## config.mk

```make
export PLATFORM = sky130hd
export DESIGN_NAME = ca_cmp_sequencer_flat
export DESIGN_NICKNAME = d
export VERILOG_FILES = /design/src/rtl/ca_cmp_seq_pkg.sv /design/src/rtl/ca_cmp_sequencer_if.sv /design/src/rtl/ca_exp_fifo.sv /design/src/rtl/ca_cmp_sequencer.sv /design/src/flat_wrapper.sv
export SDC_FILE = /design/constraint.sdc
export NUM_CORES = 1
export LEC_CHECK = 0
export BUFFER_PORTS_ARGS = -buffer_cell sky130_fd_sc_hd__buf_2
export CAP_MARGIN = 20
export CORE_ASPECT_RATIO = 1.75
export CORE_MARGIN = 5
export CORE_UTILIZATION = 50
export DETAILED_ROUTE_END_ITERATION = 8
export PLACE_DENSITY_LB_ADDON = 0.05
export SYNTH_ARGS = -nofsm -noshare
export SYNTH_HDL_FRONTEND = slang
export SYNTH_SLANG_ARGS = --single-unit
```

## constraint.sdc

```tcl
create_clock -name clk -period 5.1 [get_ports clk]
set_input_delay 0.765 -clock clk [delete_from_list [all_inputs] [get_ports clk]]
set_output_delay 0.765 -clock clk [all_outputs]
set_load 0.1 [all_outputs]
```

## src/rtl/ca_cmp_seq_pkg.sv

```systemverilog
// Shared types and constants for the CA/CS/CID/BCW/DCA packet comparator.
package ca_cmp_seq_pkg;

  localparam int unsigned CA_W       = 10;
  localparam int unsigned CS_W       = 1;
  localparam int unsigned CID_W      = 3;
  localparam int unsigned BCW_W      = 6;
  localparam int unsigned DCA_W      = 8;
  localparam int unsigned PKT_W      = CA_W + CS_W + CID_W + BCW_W + DCA_W;
  localparam int unsigned NUM_FIELDS = 5;
  localparam int unsigned MATCH_W    = 3;
  localparam int unsigned SEQ_W      = 8;
  localparam int unsigned TOT_W      = 16;

  // Field positions within the mismatch mask
  localparam int unsigned F_CA  = 0;
  localparam int unsigned F_CS  = 1;
  localparam int unsigned F_CID = 2;
  localparam int unsigned F_BCW = 3;
  localparam int unsigned F_DCA = 4;

  typedef struct packed {
    logic [CA_W-1:0]  ca;
    logic [CS_W-1:0]  cs_n;
    logic [CID_W-1:0] cid;
    logic [BCW_W-1:0] bcw;
    logic [DCA_W-1:0] dca;
  } pkt_t;

  typedef enum logic [1:0] {
    IDLE     = 2'd0,
    WAIT_ACT = 2'd1,
    COMPARE  = 2'd2,
    REPORT   = 2'd3
  } state_t;

  // Per-field mismatch; case inequality so X/Z never counts as a match
  function automatic logic [NUM_FIELDS-1:0] field_mismatch(input pkt_t e, input pkt_t a);
    logic [NUM_FIELDS-1:0] m;
    m        = '0;
    m[F_CA]  = (e.ca   !== a.ca);
    m[F_CS]  = (e.cs_n !== a.cs_n);
    m[F_CID] = (e.cid  !== a.cid);
    m[F_BCW] = (e.bcw  !== a.bcw);
    m[F_DCA] = (e.dca  !== a.dca);
    return m;
  endfunction

endpackage

```

## src/rtl/ca_cmp_sequencer_if.sv

```systemverilog
// Expected/actual/result handshakes of the comparator.
interface ca_cmp_sequencer_if;
  import ca_cmp_seq_pkg::*;

  logic                  exp_valid;
  logic                  exp_ready;
  pkt_t                  exp_pkt;
  logic                  act_valid;
  logic                  act_ready;
  pkt_t                  act_pkt;
  logic                  res_valid;
  logic                  res_ready;
  logic [NUM_FIELDS-1:0] res_mismatch;
  logic [MATCH_W-1:0]    res_match_cnt;
  logic                  res_timeout;
  logic [SEQ_W-1:0]      res_seq;

  modport master (
    output exp_valid, exp_pkt, act_valid, act_pkt, res_ready,
    input  exp_ready, act_ready, res_valid, res_mismatch, res_match_cnt,
           res_timeout, res_seq
  );

  modport slave (
    input  exp_valid, exp_pkt, act_valid, act_pkt, res_ready,
    output exp_ready, act_ready, res_valid, res_mismatch, res_match_cnt,
           res_timeout, res_seq
  );

endinterface

```

## src/rtl/ca_exp_fifo.sv

```systemverilog
// Expected-packet FIFO; push and pop may coincide, pop on empty is ignored.
module ca_exp_fifo #(
  parameter int unsigned DEPTH = 4,
  parameter int unsigned WIDTH = 28
) (
  input  logic                   clk,
  input  logic                   rst,
  input  logic                   push,
  input  logic [WIDTH-1:0]       push_data,
  input  logic                   pop,
  output logic [WIDTH-1:0]       head,
  output logic [$clog2(DEPTH):0] level
);

  localparam int unsigned PW = $clog2(DEPTH);
  localparam int unsigned LW = PW + 1;

  logic [WIDTH-1:0] mem [DEPTH];
  logic [PW-1:0]    wr_ptr;
  logic [PW-1:0]    rd_ptr;
  logic [LW-1:0]    count;
  logic             do_push;
  logic             do_pop;

  assign do_pop  = pop && (count != '0);
  assign do_push = push && ((count < LW'(DEPTH)) || do_pop);
  assign head    = mem[rd_ptr];
  assign level   = count;

  // Storage array, no reset needed
  always_ff @(posedge clk) begin
    if (do_push) mem[wr_ptr] <= push_data;
  end

  // Pointers and occupancy
  always_ff @(posedge clk) begin
    if (rst) begin
      wr_ptr <= '0;
      rd_ptr <= '0;
      count  <= '0;
    end else begin
      if (do_push) wr_ptr <= wr_ptr + PW'(1);
      if (do_pop)  rd_ptr <= rd_ptr + PW'(1);
      count <= count + LW'(do_push) - LW'(do_pop);
    end
  end

endmodule

```

## src/rtl/ca_cmp_sequencer.sv

```systemverilog
// Compares queued expected packets against DUT packets field by field.
// Optional wait timeout enabled by defining CA_CMP_TIMEOUT_EN.
module ca_cmp_sequencer
  import ca_cmp_seq_pkg::*;
#(
  parameter int unsigned DEPTH   = 4,
  parameter int unsigned TIMEOUT = 64
) (
  input  logic                   clk,
  input  logic                   rst,
  ca_cmp_sequencer_if.slave      bus,
  output logic [TOT_W-1:0]       pass_cnt,
  output logic [TOT_W-1:0]       fail_cnt,
  output logic [$clog2(DEPTH):0] fifo_level,
  output logic                   busy
);

  localparam int unsigned LW = $clog2(DEPTH) + 1;

  if (DEPTH < 2 || DEPTH > 16 || (DEPTH & (DEPTH - 1)) != 0 ||
      TIMEOUT < 4 || TIMEOUT > 1023) begin : g_param_chk
    $error("ca_cmp_sequencer: DEPTH or TIMEOUT out of range");
  end

  state_t                state;
  state_t                state_next;
  pkt_t                  head;
  pkt_t                  exp_q;
  pkt_t                  act_q;
  logic [LW-1:0]         level;
  logic                  push;
  logic                  pop;
  logic                  act_hs;
  logic                  res_hs;
  logic                  tmo_hit;
  logic                  timed_out;
  logic                  act_ready_q;
  logic                  res_valid_q;
  logic                  busy_q;
  logic [NUM_FIELDS-1:0] mm_q;
  logic [MATCH_W-1:0]    mc_q;
  logic [SEQ_W-1:0]      seq_q;
  logic [TOT_W-1:0]      pass_q;
  logic [TOT_W-1:0]      fail_q;
  logic [NUM_FIELDS-1:0] mm_c;
  logic [MATCH_W-1:0]    mc_c;

  ca_exp_fifo #(.DEPTH(DEPTH), .WIDTH(PKT_W)) u_fifo (
    .clk       (clk),
    .rst       (rst),
    .push      (push),
    .push_data (bus.exp_pkt),
    .pop       (pop),
    .head      (head),
    .level     (level)
  );

  assign act_hs = (state == WAIT_ACT) && bus.act_valid;
  assign res_hs = (state == REPORT) && bus.res_ready;
  assign pop    = act_hs || tmo_hit;
  assign push   = bus.exp_valid && bus.exp_ready;

  assign bus.exp_ready     = !rst && ((level < LW'(DEPTH)) || pop);
  assign bus.act_ready     = act_ready_q;
  assign bus.res_valid     = res_valid_q;
  assign bus.res_mismatch  = mm_q;
  assign bus.res_match_cnt = mc_q;
  assign bus.res_timeout   = timed_out;
  assign bus.res_seq       = seq_q;
  assign pass_cnt          = pass_q;
  assign fail_cnt          = fail_q;
  assign fifo_level        = level;
  assign busy              = busy_q;

`ifdef CA_CMP_TIMEOUT_EN
  localparam int unsigned TW = $clog2(TIMEOUT);
  logic [TW-1:0] tmo_cnt;

  // A handshake in the final wait cycle takes priority over the timeout
  assign tmo_hit = (state == WAIT_ACT) && !bus.act_valid && (tmo_cnt == TW'(TIMEOUT - 1));

  // Wait-cycle counter, held at zero outside WAIT_ACT
  always_ff @(posedge clk) begin
    if (rst || state != WAIT_ACT) tmo_cnt <= '0;
    else if (!act_hs)             tmo_cnt <= tmo_cnt + TW'(1);
  end

  // Timeout flag travels with the result
  always_ff @(posedge clk) begin
    if (rst)                    timed_out <= 1'b0;
    else if (tmo_hit)           timed_out <= 1'b1;
    else if (state == COMPARE)  timed_out <= 1'b0;
  end
`else
  assign tmo_hit   = 1'b0;
  assign timed_out = 1'b0;
`endif

  // State register
  always_ff @(posedge clk) begin
    if (rst) state <= IDLE;
    else     state <= state_next;
  end

  // Next-state logic
  always_comb begin
    state_next = state;
    case (state)
      IDLE:     if (level != '0) state_next = WAIT_ACT;
      WAIT_ACT: begin
        if (act_hs)       state_next = COMPARE;
        else if (tmo_hit) state_next = REPORT;
      end
      COMPARE:  state_next = REPORT;
      REPORT:   if (res_hs) state_next = (level != '0) ? WAIT_ACT : IDLE;
      default:  state_next = IDLE;
    endcase
  end

  // Field comparison of the captured pair
  always_comb begin
    mm_c = field_mismatch(exp_q, act_q);
    mc_c = '0;
    for (int i = 0; i < NUM_FIELDS; i++) mc_c = mc_c + MATCH_W'(!mm_c[i]);
  end

  // Capture the expected head and DUT packet on the act handshake
  always_ff @(posedge clk) begin
    if (rst) begin
      exp_q <= '0;
      act_q <= '0;
    end else if (act_hs) begin
      exp_q <= head;
      act_q <= bus.act_pkt;
    end
  end

  // Registered handshake flags, result fields and running totals
  always_ff @(posedge clk) begin
    if (rst) begin
      act_ready_q <= 1'b0;
      res_valid_q <= 1'b0;
      busy_q      <= 1'b0;
      mm_q        <= '0;
      mc_q        <= '0;
      seq_q       <= '0;
      pass_q      <= '0;
      fail_q      <= '0;
    end else begin
      act_ready_q <= (state_next == WAIT_ACT);
      res_valid_q <= (state_next == REPORT);
      busy_q      <= (state_next != IDLE);
      if (state == COMPARE) begin
        mm_q <= mm_c;
        mc_q <= mc_c;
      end else if (tmo_hit) begin
        mm_q <= '1;
        mc_q <= '0;
      end
      if (res_hs) begin
        seq_q <= seq_q + SEQ_W'(1);
        if (mm_q == '0 && !timed_out) begin
          if (pass_q != '1) pass_q <= pass_q + TOT_W'(1);
        end else begin
          if (fail_q != '1) fail_q <= fail_q + TOT_W'(1);
        end
      end
    end
  end

endmodule

```

## src/flat_wrapper.sv

```systemverilog
// flat-port wrapper written by rule: the top's interface ports become plain ports
module ca_cmp_sequencer_flat import ca_cmp_seq_pkg::*;
#(
  parameter int unsigned DEPTH   = 4,
  parameter int unsigned TIMEOUT = 64
)
  (clk, rst, pass_cnt, fail_cnt, fifo_level, busy, bus_exp_valid, bus_exp_pkt, bus_act_valid, bus_act_pkt, bus_res_ready, bus_exp_ready, bus_act_ready, bus_res_valid, bus_res_mismatch, bus_res_match_cnt, bus_res_timeout, bus_res_seq);
  ca_cmp_sequencer_if bus_i ();
  input  logic clk;
  input  logic rst;
  output logic [TOT_W-1:0] pass_cnt;
  output logic [TOT_W-1:0] fail_cnt;
  output logic [$clog2(DEPTH):0] fifo_level;
  output logic busy;
  input wire logic [$bits(bus_i.exp_valid)-1:0] bus_exp_valid;
  input wire logic [$bits(bus_i.exp_pkt)-1:0] bus_exp_pkt;
  input wire logic [$bits(bus_i.act_valid)-1:0] bus_act_valid;
  input wire logic [$bits(bus_i.act_pkt)-1:0] bus_act_pkt;
  input wire logic [$bits(bus_i.res_ready)-1:0] bus_res_ready;
  output wire logic [$bits(bus_i.exp_ready)-1:0] bus_exp_ready;
  output wire logic [$bits(bus_i.act_ready)-1:0] bus_act_ready;
  output wire logic [$bits(bus_i.res_valid)-1:0] bus_res_valid;
  output wire logic [$bits(bus_i.res_mismatch)-1:0] bus_res_mismatch;
  output wire logic [$bits(bus_i.res_match_cnt)-1:0] bus_res_match_cnt;
  output wire logic [$bits(bus_i.res_timeout)-1:0] bus_res_timeout;
  output wire logic [$bits(bus_i.res_seq)-1:0] bus_res_seq;
  assign bus_i.exp_valid = bus_exp_valid;
  assign bus_i.exp_pkt = bus_exp_pkt;
  assign bus_i.act_valid = bus_act_valid;
  assign bus_i.act_pkt = bus_act_pkt;
  assign bus_i.res_ready = bus_res_ready;
  assign bus_exp_ready = bus_i.exp_ready;
  assign bus_act_ready = bus_i.act_ready;
  assign bus_res_valid = bus_i.res_valid;
  assign bus_res_mismatch = bus_i.res_mismatch;
  assign bus_res_match_cnt = bus_i.res_match_cnt;
  assign bus_res_timeout = bus_i.res_timeout;
  assign bus_res_seq = bus_i.res_seq;
  ca_cmp_sequencer #(.DEPTH(DEPTH), .TIMEOUT(TIMEOUT)) u_core (.clk(clk), .rst(rst), .bus(bus_i), .pass_cnt(pass_cnt), .fail_cnt(fail_cnt), .fifo_level(fifo_level), .busy(busy));
endmodule
```

# After elaboration in Yosys (flattened, before gate mapping)

Memory sizes are Yosys's and may differ from the RTL's. A register that Yosys moved wholly into a read port is not among the register bits.
Cells that the tools add are included.

Output and inout port bits: 56
Memories: 1
RAM bits: 112
Flip-flop bits (word level): 88
Logic and storage cells: 70
Bits of input ports: 61

Bitwise logic cells: 1
Multiplexer cells: 7
Reduce and logical (&&, ||, !) cells: 20
Equal/unequal tests: 12
Order comparisons: 1
Add/sub/neg operators: 11

Memories:

| name              | depth | width | rd ports | clocked after Yosys merged registers in | write ports | RTL line          | RTL |
|---|---|---|---|---|---|---|---|
| u_core.u_fifo.mem | 4     | 28    | 1        | 1                                       | 1           | ca_exp_fifo.sv:18 | `logic [WIDTH-1:0] mem [DEPTH];` |

Operators by type and width:

| kind                    | count |
|---|---|
| $add A16 B1 Y16 const B | 2 |
| $ne A16 B16 Y1 const B  | 2 |
| $add A3 B1 Y3           | 4 |
| $nex A10 B10 Y1         | 1 |
| $add A8 B1 Y8 const B   | 1 |
| $nex A8 B8 Y1           | 1 |
| $pmux W2 S4             | 1 |
| $eq A2 B2 Y1 const B    | 3 |
| $logic_and A1 B1 Y1     | 6 |
| $logic_not A1 Y1        | 6 |
| $mux W2                 | 3 |
| $nex A6 B6 Y1           | 1 |
| $reduce_and A3 Y1       | 2 |
| $logic_not A5 Y1        | 1 |
| $add A2 B1 Y2 const B   | 2 |
| $eq A2 B1 Y1 const B    | 2 |
| $lt A3 B3 Y1 const B    | 1 |
| $mux W1                 | 3 |
| $nex A3 B3 Y1           | 1 |
| $reduce_bool A3 Y1      | 1 |
| $sub A3 B1 Y3           | 1 |
| $add A1 B1 Y2           | 1 |
| $logic_not A2 Y1        | 1 |
| $logic_or A1 B1 Y1      | 2 |
| other kinds (3)         | 3 |

# Logic depth before layout (Yosys ltp)

Gate-level depths: netlist of run 1.

Depth after elaboration: 8
Gate-level depth with buffers: 12
Depth with buffers taken out: 11

# By module

Synthesis of run 1 repeated with hierarchy kept, for this count alone.

Cells, all modules: 749
Area, all modules: 9145.0 µm²

By module, submodules not included:

| module           | cells each | times used | area each (µm²) | sequential area each (µm²) |
|---|---|---|---|---|
| ca_cmp_sequencer | 556        | 1          | 4604.4          | 2182.1 |
| ca_exp_fifo      | 193        | 1          | 4540.6          | 3543.4 |

# Least setup slack after synthesis of run 1

Ideal clock, no wire load.

Kind: input -> output
Start point: input bus_act_valid
End point: output bus_exp_ready
Buffers on the path: 2
Stages: 4
Arrival time: 2.851 ns
Data required time: 4.335 ns
Slack: 1.484 ns
Path through: nand3b_1 -> clkbuf_1 -> buf_1 -> a21oi_1

Cells in the longest elaborated chain, start to end: 3

Ends and longest elaborated chain:

| element             | RTL line               | RTL |
|---|---|---|
| from (decl)         | flat_wrapper.sv:17     | `input wire logic [$bits(bus_i.act_valid)-1:0] bus_act_valid;` |
| $logic_and A1 B1 Y1 | ca_cmp_sequencer.sv:58 | `assign act_hs = (state == WAIT_ACT) && bus.act_valid;` |
| $logic_or A1 B1 Y1  | ca_cmp_sequencer.sv:63 | `assign bus.exp_ready = !rst && ((level < LW'(DEPTH)) \|\| pop);` |
| $logic_and A1 B1 Y1 | ca_cmp_sequencer.sv:63 |  |
| to (decl)           | flat_wrapper.sv:20     | `output wire logic [$bits(bus_i.exp_ready)-1:0] bus_exp_ready;` |

No other way between the ends.

# Final worst setup path of run 1

Start point: register u_core.state[0]
End point: register u_core.u_fifo.count[2] (netlist: u_core.u_fifo.level[2])

Cells in the longest elaborated chain, start to end: 8
Elaborated cells on any way between the ends: 10
Classes of those cells: add/sub: 2; eq/ne: 1; reduce/logical: 7

Ends and longest elaborated chain:

| element                | RTL line                | RTL |
|---|---|---|
| from (decl)            | ca_cmp_sequencer.sv:25  | `state_t state;` |
| from (signal assigned) | ca_cmp_sequencer.sv:102 | `else state <= state_next;` |
| $eq A2 B1 Y1 *         | ca_cmp_sequencer.sv:58  |  |
| $logic_and A1 B1 Y1 *  | ca_cmp_sequencer.sv:58  |  |
| $logic_or A1 B1 Y1     | ca_cmp_sequencer.sv:63  |  |
| $logic_and A1 B1 Y1    | ca_cmp_sequencer.sv:63  |  |
| $logic_and A1 B1 Y1    | ca_cmp_sequencer.sv:61  | `assign push = bus.exp_valid && bus.exp_ready;` |
| $logic_and A1 B1 Y1    | ca_exp_fifo.sv:26       | `assign do_push = push && ((count < LW'(DEPTH)) \|\| do_pop);` |
| $add A3 B1 Y3          | ca_exp_fifo.sv:44       | `count <= count + LW'(do_push) - LW'(do_pop);` |
| $sub A3 B1 Y3 *        | ca_exp_fifo.sv:44       |  |
| to (signal assigned)   | ca_exp_fifo.sv:44       |  |
| to (decl)              | ca_exp_fifo.sv:21       | `logic [LW-1:0] count;` |

Every way passes the cells marked *; elsewhere a longest branch is shown, timed or not.
A chain may end at the register's enable or synchronous reset.

==> results of run 1 <==
-- power by group --
part / switching [mW] / total, mW / internal [mW] / leakage [nW]
logic: 0.664 / 0.973 / 0.309 / 1.51
registers: 0.0868 / 2.16 / 2.07 / 1.96
clock network: 0.639 / 1.64 / 0.997 / 0.356
-- worst paths after layout --
check                                end  slack (ns)  cells past startpoint
hold reg to reg          u_core.exp_q[4]        0.47                      2
setup reg to reg  u_core.u_fifo.level[2]        2.26                     11
hold / removal           u_core.exp_q[4]        0.47                      2
setup / recovery  u_core.u_fifo.level[2]        2.26                     11
-- cell usage in the layout, fill, tap and decap left out, drive strengths merged, types with 6 or more instances in the layout --
cell type | Yosys | final
a21oi | 83 | 83
and2 | 6 | 6
and4 | 6 | 6
buf | 11 | 126
clkbuf | 33 | 28
dfxtp | 116 | 116
edfxtp | 112 | 112
ha | 11 | 11
inv | 19 | 20
mux2 | 8 | 8
mux4 | 28 | 28
nand2 | 128 | 128
nand3 | 13 | 13
nand4 | 12 | 12
nor2 | 34 | 34
nor2b | 8 | 8
nor4 | 14 | 14
o21ai | 8 | 8
o31ai | 17 | 17
or4 | 22 | 22
xnor2 | 23 | 23
xor2 | 16 | 16
-- layout make-up --
cell class	instances	area share, %
tap	234	2.722
clock inverter	9	1.105
multi-input combinational	481	30.82
clock buffer	28	5.711
inverter	19	0.6629
timing repair buffer	126	6.118
sequential	228	52.86
-- logic make-up (layout without fill, tap and decap cells) --
| group | after synthesis | after routing |
|---|---|---|
| xor+xnor | 39 | 39 |
| compound gates | 123 | 123 |
| other cells | 1 | 1 |
| simple gates | 264 | 264 |
| flops | 228 | 228 |
| buf+inv | 63 | 182 |
| mux | 40 | 40 |
| fa+ha+maj | 14 | 14 |
-- flip-flops by register name, summed over array words and instances, names as in the netlist, 2 cells and up --
name,flops
u_core.act_q,28
u_core.u_fifo.mem,112
u_core.state,2
u_core.u_fifo.rd_ptr,2
u_core.bus.res_seq,8
u_core.u_fifo.level,3
u_core.fail_cnt,16
u_core.bus.res_match_cnt,3
u_core.exp_q,28
u_core.bus.res_mismatch,5
u_core.u_fifo.wr_ptr,2
u_core.pass_cnt,16
-- layer usage --
metal / track usage [%] / up-vias / share of wire [%]
li1: - / 3013 / -
met1: 21.61 / 2981 / 41
met2: 32.79 / 152 / 52
met3: 2.610 / 33 / 4.3
met4: 6.062 / 0 / 3.0
met5: 0 / - / 0
-- worst max-delay path, stage by stage (launching register included) --
cell and delay, ns:
dfxtp_1 0.44, nand3b_1 0.14, a211oi_1 0.75, inv_1 0.11, ha_1 0.31, inv_1 0.06, ha_1 0.14, inv_1 0.05
fa_1 0.37, xor2_1 0.17, xnor2_1 0.13, nor2_1 0.06
==> impl_metrics.tcl, run 1 <==
set metrics [dict create \
    vias 6179 \
    synth_edf_count 112 \
    hold_buffers 0 \
    max-vdd-ir-drop_mv 0.3029 \
    netlist_instances 772 \
    multi_input_area_um2 3316 \
    cts_buffer_depth 3 \
    fin_crit_sh_pct 55.71 \
    io_pins 117 \
    syn-num-nets 847 \
    reg2reg_from "u_core.state[0]" \
    muxShareOfSynthArea_pct 8.246 \
    yosys.area.top_type_share_pct 36.46 \
    cts_setup_buffers 0 \
    slew_headroom_pct 31.07 \
    drive_gt1_share_pct 22.56 \
    drt_wl_total_um 19350 \
    worstMarginPinSlew_ns 1.025 \
    fmax_mhz 352.0 \
    finalInstanceArea_um2 10760 \
    hpwl_um 13370 \
    postLayoutCoreUtil_pct 59.32 \
    finalSetupViolCount 0 \
    worst_slack_ns 2.259 \
    synth-adder-area-share_pct 2.143 \
    total_power_mw 4.764 \
    antenna_found_initial 0 \
    dp_cells 1087 \
    numCtsBuffers 21 \
    grt.overflow.total 0 \
    core_um2 18140 \
    synth_top_family_by_area "simple AND/OR/NAND/NOR gates" \
    min_from "u_core.exp_q[4]" \
    drt-wirelength-per-cell_um 17.20 \
    yosys.area_share.simple_pct 13.96 \
    maxCapViolCount 0 \
    drc_errors 0 \
    hp-class "flip-flop to flip-flop" \
    port_buffers 115 \
    powerDensity_nw_per_um2 442.9 \
    fin_setup_tns_ns 0 \
    ys_seq_elements 228 \
    dieArea_um2 21370 \
    place_congestion 0.8100 \
    yosysWarnings 0 \
    syn_area_um2 9225 \
    area_growth_pct 16.61 \
    synth-compound-area-share_pct 7.636 \
    cts_tree "built" \
    seq_area_um2 5687 \
    arrival_ns 3.20 \
    cp-start-kind "flip-flop" \
    grt_pass1_vias 6438 \
    yosys.area.top_type "edfxtp_1" \
    die_x_um 112.7 \
    finalHoldViolations 0 \
    cts_root_buffer "clkbuf_16" \
    clock_latency_ns 0.48 \
    detail-route-antenna-nets 0 \
    clkTransAtPathRegs_ns 0.06 \
    final.min_clock_period_ns 2.841 \
    num-fill-cells 1537 \
    dpl_cell_area_um2 10020 \
    ys.flop_type "dfxtp_1" \
    rows 65 \
    status "finished, final reports clean" \
    diodes 0 \
    rsz0062_at_grt "no" \
    nets 952 \
    htreeDepth 1 \
    setup.worst_path.class "flip-flop to flip-flop" \
    fin_skew_ns 0.008109 \
    leakagePower_nw 3.820 \
    die_y_um 189.7 \
    detail_route.first_pass.iterations 5 \
    ys_types 45 \
    synth_area_leaders "edfxtp_1, dfxtp_1, mux4_2" \
    crit_start "u_core.state[0]" \
    layout.cells.non_filler 1125 \
    start_util_pct 50.87 \
    cp_max_fo 8 \
    grt_pass1_wl_um 31860 \
    cts.sinks 228 \
    final_max_slew_viol_count 0 \
    place_ws_ns 1.852 \
    grt_usage_pct 18.01 \
    drt-initial-drc-count 418 \
    grt_max_degree 91 \
    cts_resized 0 \
    netlist_top_cells_count "nand2_1, dfxtp_1, edfxtp_1" \
    async_reset_ff_share_pct 0 \
    hold_ws_ns 0.4658 \
    synthXorXnorAreaFrac_pct 3.703 \
    end_kind "flip-flop" \
    synth-seq-area-share_pct 61.63 \
    synth.most_common_cell "nand2_1" \
    crit_required_ns 5.46 \
    routed_via_density 5.492 \
    synth.avg_cell_area_um2 11.95 \
]
Power figures use the tool's default switching activity.
==> run 2: changes to the inputs <==
==> constraint.sdc (replaced) <==
create_clock -name clk -period 2.8 [get_ports clk]
set_input_delay 0.42 -clock clk [delete_from_list [all_inputs] [get_ports clk]]
set_output_delay 0.42 -clock clk [all_outputs]
set_load 0.1 [all_outputs]
==> run 2 against run 1 <==
  * Cell area rose by 1.4%
  * Non-clock buffer count grew 10
  * Combinational power grew 95%
  * Sequential power rose by 82%
  * Routed wire length rose by 2.4%
  * Maximum frequency rose by 7.0%
  * Clock skew about the same
  * Global-route usage rose by 0.54 points
  * Cell count is 1.2% higher
  * Critical path type unchanged
  * Largest cell class unchanged
==> impl_metrics.tcl, run 2 (same netlist as run 1, synthesis figures left out) <==
set metrics [dict create \
    status "finished, final reports clean" \
    numCtsBuffers 22 \
    postLayoutCoreUtil_pct 60.14 \
    crit_required_ns 3.16 \
    total_power_mw 8.849 \
    fin_crit_sh_pct 94.84 \
    cts_resized 0 \
    cts_setup_buffers 0 \
    detail_route.first_pass.iterations 4 \
    cts.sinks 228 \
    final_common_cell "nand2_1" \
    highest_layer "met4" \
    max-vdd-ir-drop_mv 0.6758 \
    grt.overflow.total 0 \
    die_x_um 112.7 \
    die_y_um 189.7 \
    hpwl_um 13270 \
    final_max_slew_viol_count 0 \
    start_util_pct 50.87 \
    maxCapViolCount 0 \
    dr_wl_met3_um 822 \
    final_cell_mix "nand2_1, buf_2, edfxtp_1, dfxtp_1, a21oi_1" \
    htreeDepth 1 \
    dieArea_um2 21370 \
    end_kind "flip-flop" \
    reg_top3 "u_core.u_fifo.mem (112), u_core.act_q (28), u_core.exp_q (28)" \
    powerDensity_nw_per_um2 811.2 \
    io_pins 117 \
    hold_buffers 0 \
    rows 65 \
    fmax_mhz 376.6 \
    dr_wl_met2_um 10610 \
    fin_setup_tns_ns 0 \
    hp-class "input port to flip-flop" \
    place_congestion 0.7999 \
    largest_reg_flops 112 \
    cts_tree "built" \
    area_growth_pct 18.24 \
    clock_latency_ns 0.50 \
    drt-wirelength-per-cell_um 17.40 \
    vias 6274 \
    core_um2 18140 \
    drc_errors 0 \
    slew_headroom_pct 47.55 \
    grt_pass1_vias 6556 \
    grt_usage_pct 18.55 \
    worstMarginPinSlew_ns 0.7833 \
    cts_root_buffer "clkbuf_16" \
    antenna_found_initial 0 \
    detail-route-antenna-nets 0 \
    final.min_clock_period_ns 2.656 \
    nets 963 \
    cp-start-kind "flip-flop" \
    leakagePower_nw 3.901 \
    wl_met1_um 7919 \
    cp_max_fo 2 \
    cts_buffer_depth 3 \
    drt-initial-drc-count 451 \
    finalSetupViolCount 0 \
    grt_max_degree 72 \
    grt_pass1_wl_um 32510 \
    top_register "u_core.u_fifo.mem" \
    clkTransAtPathRegs_ns 0.07 \
    routed_via_density 5.513 \
    fin_skew_ns 0.007653 \
    setup.worst_path.class "flip-flop to flip-flop" \
    hold_ws_ns 0.1323 \
    port_buffers 115 \
    diodes 0 \
    drt_wl_total_um 19810 \
    drive_gt1_share_pct 25.22 \
    arrival_ns 3.02 \
    finalHoldViolations 0 \
]
run 2: changes by cell type in the layout (fill, tap and decap cells not counted), moves of 2 or more:
cell	change
clkinv_2	+3
dfxtp_2	+5
dfxtp_1	-5
bufinv_16	-2
clkbuf_8	+2
clkbuf_16	+2
buf_4	+11
ha_1	-2
run 2: power by group:
part | total, mW | internal, mW | leakage [nW] | switching (mW)
Clock | 3.02 | 1.81 | 0.380 | 1.21
Combinational | 1.90 | 0.638 | 1.56 | 1.26
Sequential | 3.93 | 3.77 | 1.96 | 0.161
run 2: worst max-delay path, stage by stage (launching register included):
cell and delay [ns]:
dfxtp_1 0.38, xnor2_2 0.12, nand4_1 0.11, nor4_2 0.24, buf_4 0.17, ha_4 0.12
inv_2 0.03, fa_1 0.52, inv_1 0.04, ha_2 0.17, fa_1 0.43, mux2i_1 0.14
nor2_1 0.05
run 2: area by class of cell:
cell class | count | area, µm²
inverters | 19 | 71.32
clock buffers | 31 | 688.2
well taps | 234 | 292.8
flip-flops and latches | 228 | 5693
fillers | 1484 | 7228
clock inverters | 9 | 73.82
multi-input cells | 481 | 3353
repair buffers | 136 | 735.7
run 2: path summary, 6_finish.rpt:
| check | end | cells past startpoint | startpoint | slack (ns) |
|---|---|---|---|---|
| setup / recovery | u_core.bus.res_match_cnt[1] | 12 | u_core.exp_q[23] | 0.14 |
| hold / removal | u_core.u_fifo.mem[2][0] | 1 | bus_exp_pkt[0] | 0.13 |
| setup reg to reg | u_core.bus.res_match_cnt[1] | 12 | u_core.exp_q[23] | 0.14 |
| hold reg to reg | u_core.exp_q[24] | 2 | u_core.exp_q[24] | 0.46 |
run 2: routing by layer:
metal,global-route usage (%),vias to the layer above
met1,21.31,3045
li1,-,3053
met4,5.692,0
met5,0,-
met3,2.642,33
met2,35.09,143
run 2: through the flow:
step / worst slack, ns / area (µm²) / std cells
after floorplan: 0.05296 / 9234 / 772
after global placement: 0.06919 / 10100 / 1098
after detailed placement: 0.02732 / 10100 / 1098
after CTS: 0.03379 / 10870 / 1138
after global routing: -0.02239 / 10910 / 1138
final: 0.1444 / 10910 / 1138
==> run 3: changes to the inputs <==
--- a/config.mk
+++ b/config.mk
@@ -12,6 +12,7 @@
 export CORE_UTILIZATION = 50
 export DETAILED_ROUTE_END_ITERATION = 8
 export PLACE_DENSITY_LB_ADDON = 0.05
+export SETUP_SLACK_MARGIN = 0.15
 export SYNTH_ARGS = -nofsm -noshare
 export SYNTH_HDL_FRONTEND = slang
 export SYNTH_SLANG_ARGS = --single-unit
==> run 3 against run 2 <==
  * Critical endpoint unchanged
  * Sequential share of layout area down 0.083 points
  * Non-clock buffer count down 2
  * Clock skew up 0.0082 ns
  * Die area unchanged
==> impl_metrics.tcl, run 3 (same netlist as run 1, synthesis figures left out) <==
set metrics [dict create \
    status "finished, final reports clean" \
    grt_pass1_wl_um 31940 \
    max-vdd-ir-drop_mv 0.5782 \
    detail-route-antenna-nets 0 \
    die_y_um 189.7 \
    end_kind "flip-flop" \
    final_common_cell "nand2_1" \
    setup.worst_path.class "flip-flop to flip-flop" \
    grt_usage_pct 18.23 \
    fin_skew_ns 0.01584 \
    r2r_slack_ns 0.19 \
    drt-wirelength-per-cell_um 17.22 \
    finalHoldViolations 0 \
    final.min_clock_period_ns 2.610 \
    hold_ws_ns 0.1364 \
    final_cell_mix "nand2_1, buf_2, edfxtp_1, dfxtp_1, a21oi_1" \
    diodes 0 \
    die_x_um 112.7 \
    maxCapViolCount 0 \
    grt_max_degree 125 \
    cp_max_fo 2 \
    fin_crit_sh_pct 93.23 \
    antenna_found_initial 0 \
    clkTransAtPathRegs_ns 0.06 \
    hp-class "input port to flip-flop" \
    final_max_slew_viol_count 0 \
    vias 6275 \
    place_ws_ns 0.09190 \
    finalSetupViolCount 0 \
    cts_tree "built" \
    start_util_pct 50.87 \
    fmax_mhz 383.1 \
    grt_pass1_vias 6490 \
    worstMarginPinSlew_ns 0.8204 \
    worst_slack_ns 0.1896 \
    area_growth_pct 18.72 \
    rows 65 \
    nets 961 \
    multi_input_area_um2 3358 \
    drt-initial-drc-count 535 \
    clock_latency_ns 0.50 \
    postLayoutCoreUtil_pct 60.39 \
    cts.sinks 228 \
    largest_reg_flops 112 \
    place_congestion 0.8338 \
    drt_wl_total_um 19560 \
    total_power_mw 8.888 \
    reg2reg_depth 12 \
    seq_area_um2 5707 \
    crit_required_ns 3.17 \
    rsz0062_at_grt "yes" \
    detail_route.first_pass.iterations 4 \
    drive_gt1_share_pct 26.05 \
    port_buffers 115 \
    cp-start-kind "flip-flop" \
    leakagePower_nw 3.898 \
    cts_root_buffer "clkbuf_16" \
    grt.overflow.total 0 \
    dieArea_um2 21370 \
    io_pins 117 \
    powerDensity_nw_per_um2 811.6 \
    htreeDepth 1 \
    core_um2 18140 \
    cts_setup_buffers 0 \
    numCtsBuffers 22 \
    slew_headroom_pct 44.80 \
    routed_via_density 5.524 \
    min_from "bus_exp_pkt[3]" \
    cts_buffer_depth 3 \
    arrival_ns 2.98 \
    hold_end "u_core.u_fifo.mem[1][3]" \
    hpwl_um 13390 \
    fin_setup_tns_ns 0 \
    top_register "u_core.u_fifo.mem" \
    reg2reg_to "u_core.bus.res_match_cnt[1]" \
    num-fill-cells 1482 \
    drc_errors 0 \
    reg_top3 "u_core.u_fifo.mem (112), u_core.act_q (28), u_core.exp_q (28)" \
    holdPathStages 1 \
    reg2reg_from "u_core.act_q[24]" \
]
-- run 3: worst max-delay path by stage --
stage,startpoint,end,slack [ns],cells after the start
floorplan,u_core.pass_cnt[8],u_core.pass_cnt[12],0.17,4
global placement,u_core.exp_q[25],u_core.bus.res_match_cnt[1],0.14,12
detailed placement,u_core.act_q[18],u_core.bus.res_match_cnt[1],0.09,12
CTS,u_core.act_q[25],u_core.bus.res_match_cnt[1],0.15,12
global route,u_core.act_q[18],u_core.bus.res_match_cnt[1],0.08,12
finish,u_core.act_q[24],u_core.bus.res_match_cnt[1],0.19,12
-- run 3: worst max-delay path: stages, from the launching register on --
cell and delay, ns:
dfxtp_2 0.34, xnor2_2 0.14, nand4_1 0.12, nor4_2 0.22, buf_4 0.17, ha_4 0.13
inv_2 0.03, fa_1 0.50, inv_1 0.04, ha_1 0.18, fa_1 0.43, mux2i_1 0.15
nor2_1 0.05
-- run 3: timing repair --
action / in CTS / in global routing
hold buffers: 0 / 0
endpoints found under the hold margin: 0 / 0
pin swaps: 4 / 4
resized for setup: 7 / 8
gates cloned: 0 / 0
setup endpoints to repair: 2 / 2
-- run 3: metal layers --
| metal | GRT usage [%] | part of all wire, % | up-vias |
|---|---|---|---|
| li1 | - | - | 3042 |
| met1 | 21.26 | 39 | 3030 |
| met2 | 33.33 | 53 | 157 |
| met3 | 2.960 | 5.0 | 46 |
| met4 | 6.756 | 3.0 | 0 |
| met5 | 0 | 0 | - |
-- run 3: area by class of cell --
cell class              count  area share [%]
clock inverters            12           1.371
well taps                 234           2.673
clock buffers              28           5.609
inverters                  19          0.6512
repair buffers            134           6.923
flip-flops and latches    228           52.11
multi-input cells         481           30.66
-- run 3: where the power goes --
group / leakage [nW] / switching, mW / internal [mW]
Clock: 0.367 / 1.23 / 1.84
Combinational: 1.57 / 1.24 / 0.643
Sequential: 1.96 / 0.160 / 3.77
-- run 3: stage by stage --
step | std cells | area, µm²
CTS | 1136 | 10930
global route | 1136 | 10950
finish | 1136 | 10950
global placement | 1096 | 10140
floorplan | 772 | 9243
detailed placement | 1096 | 10140
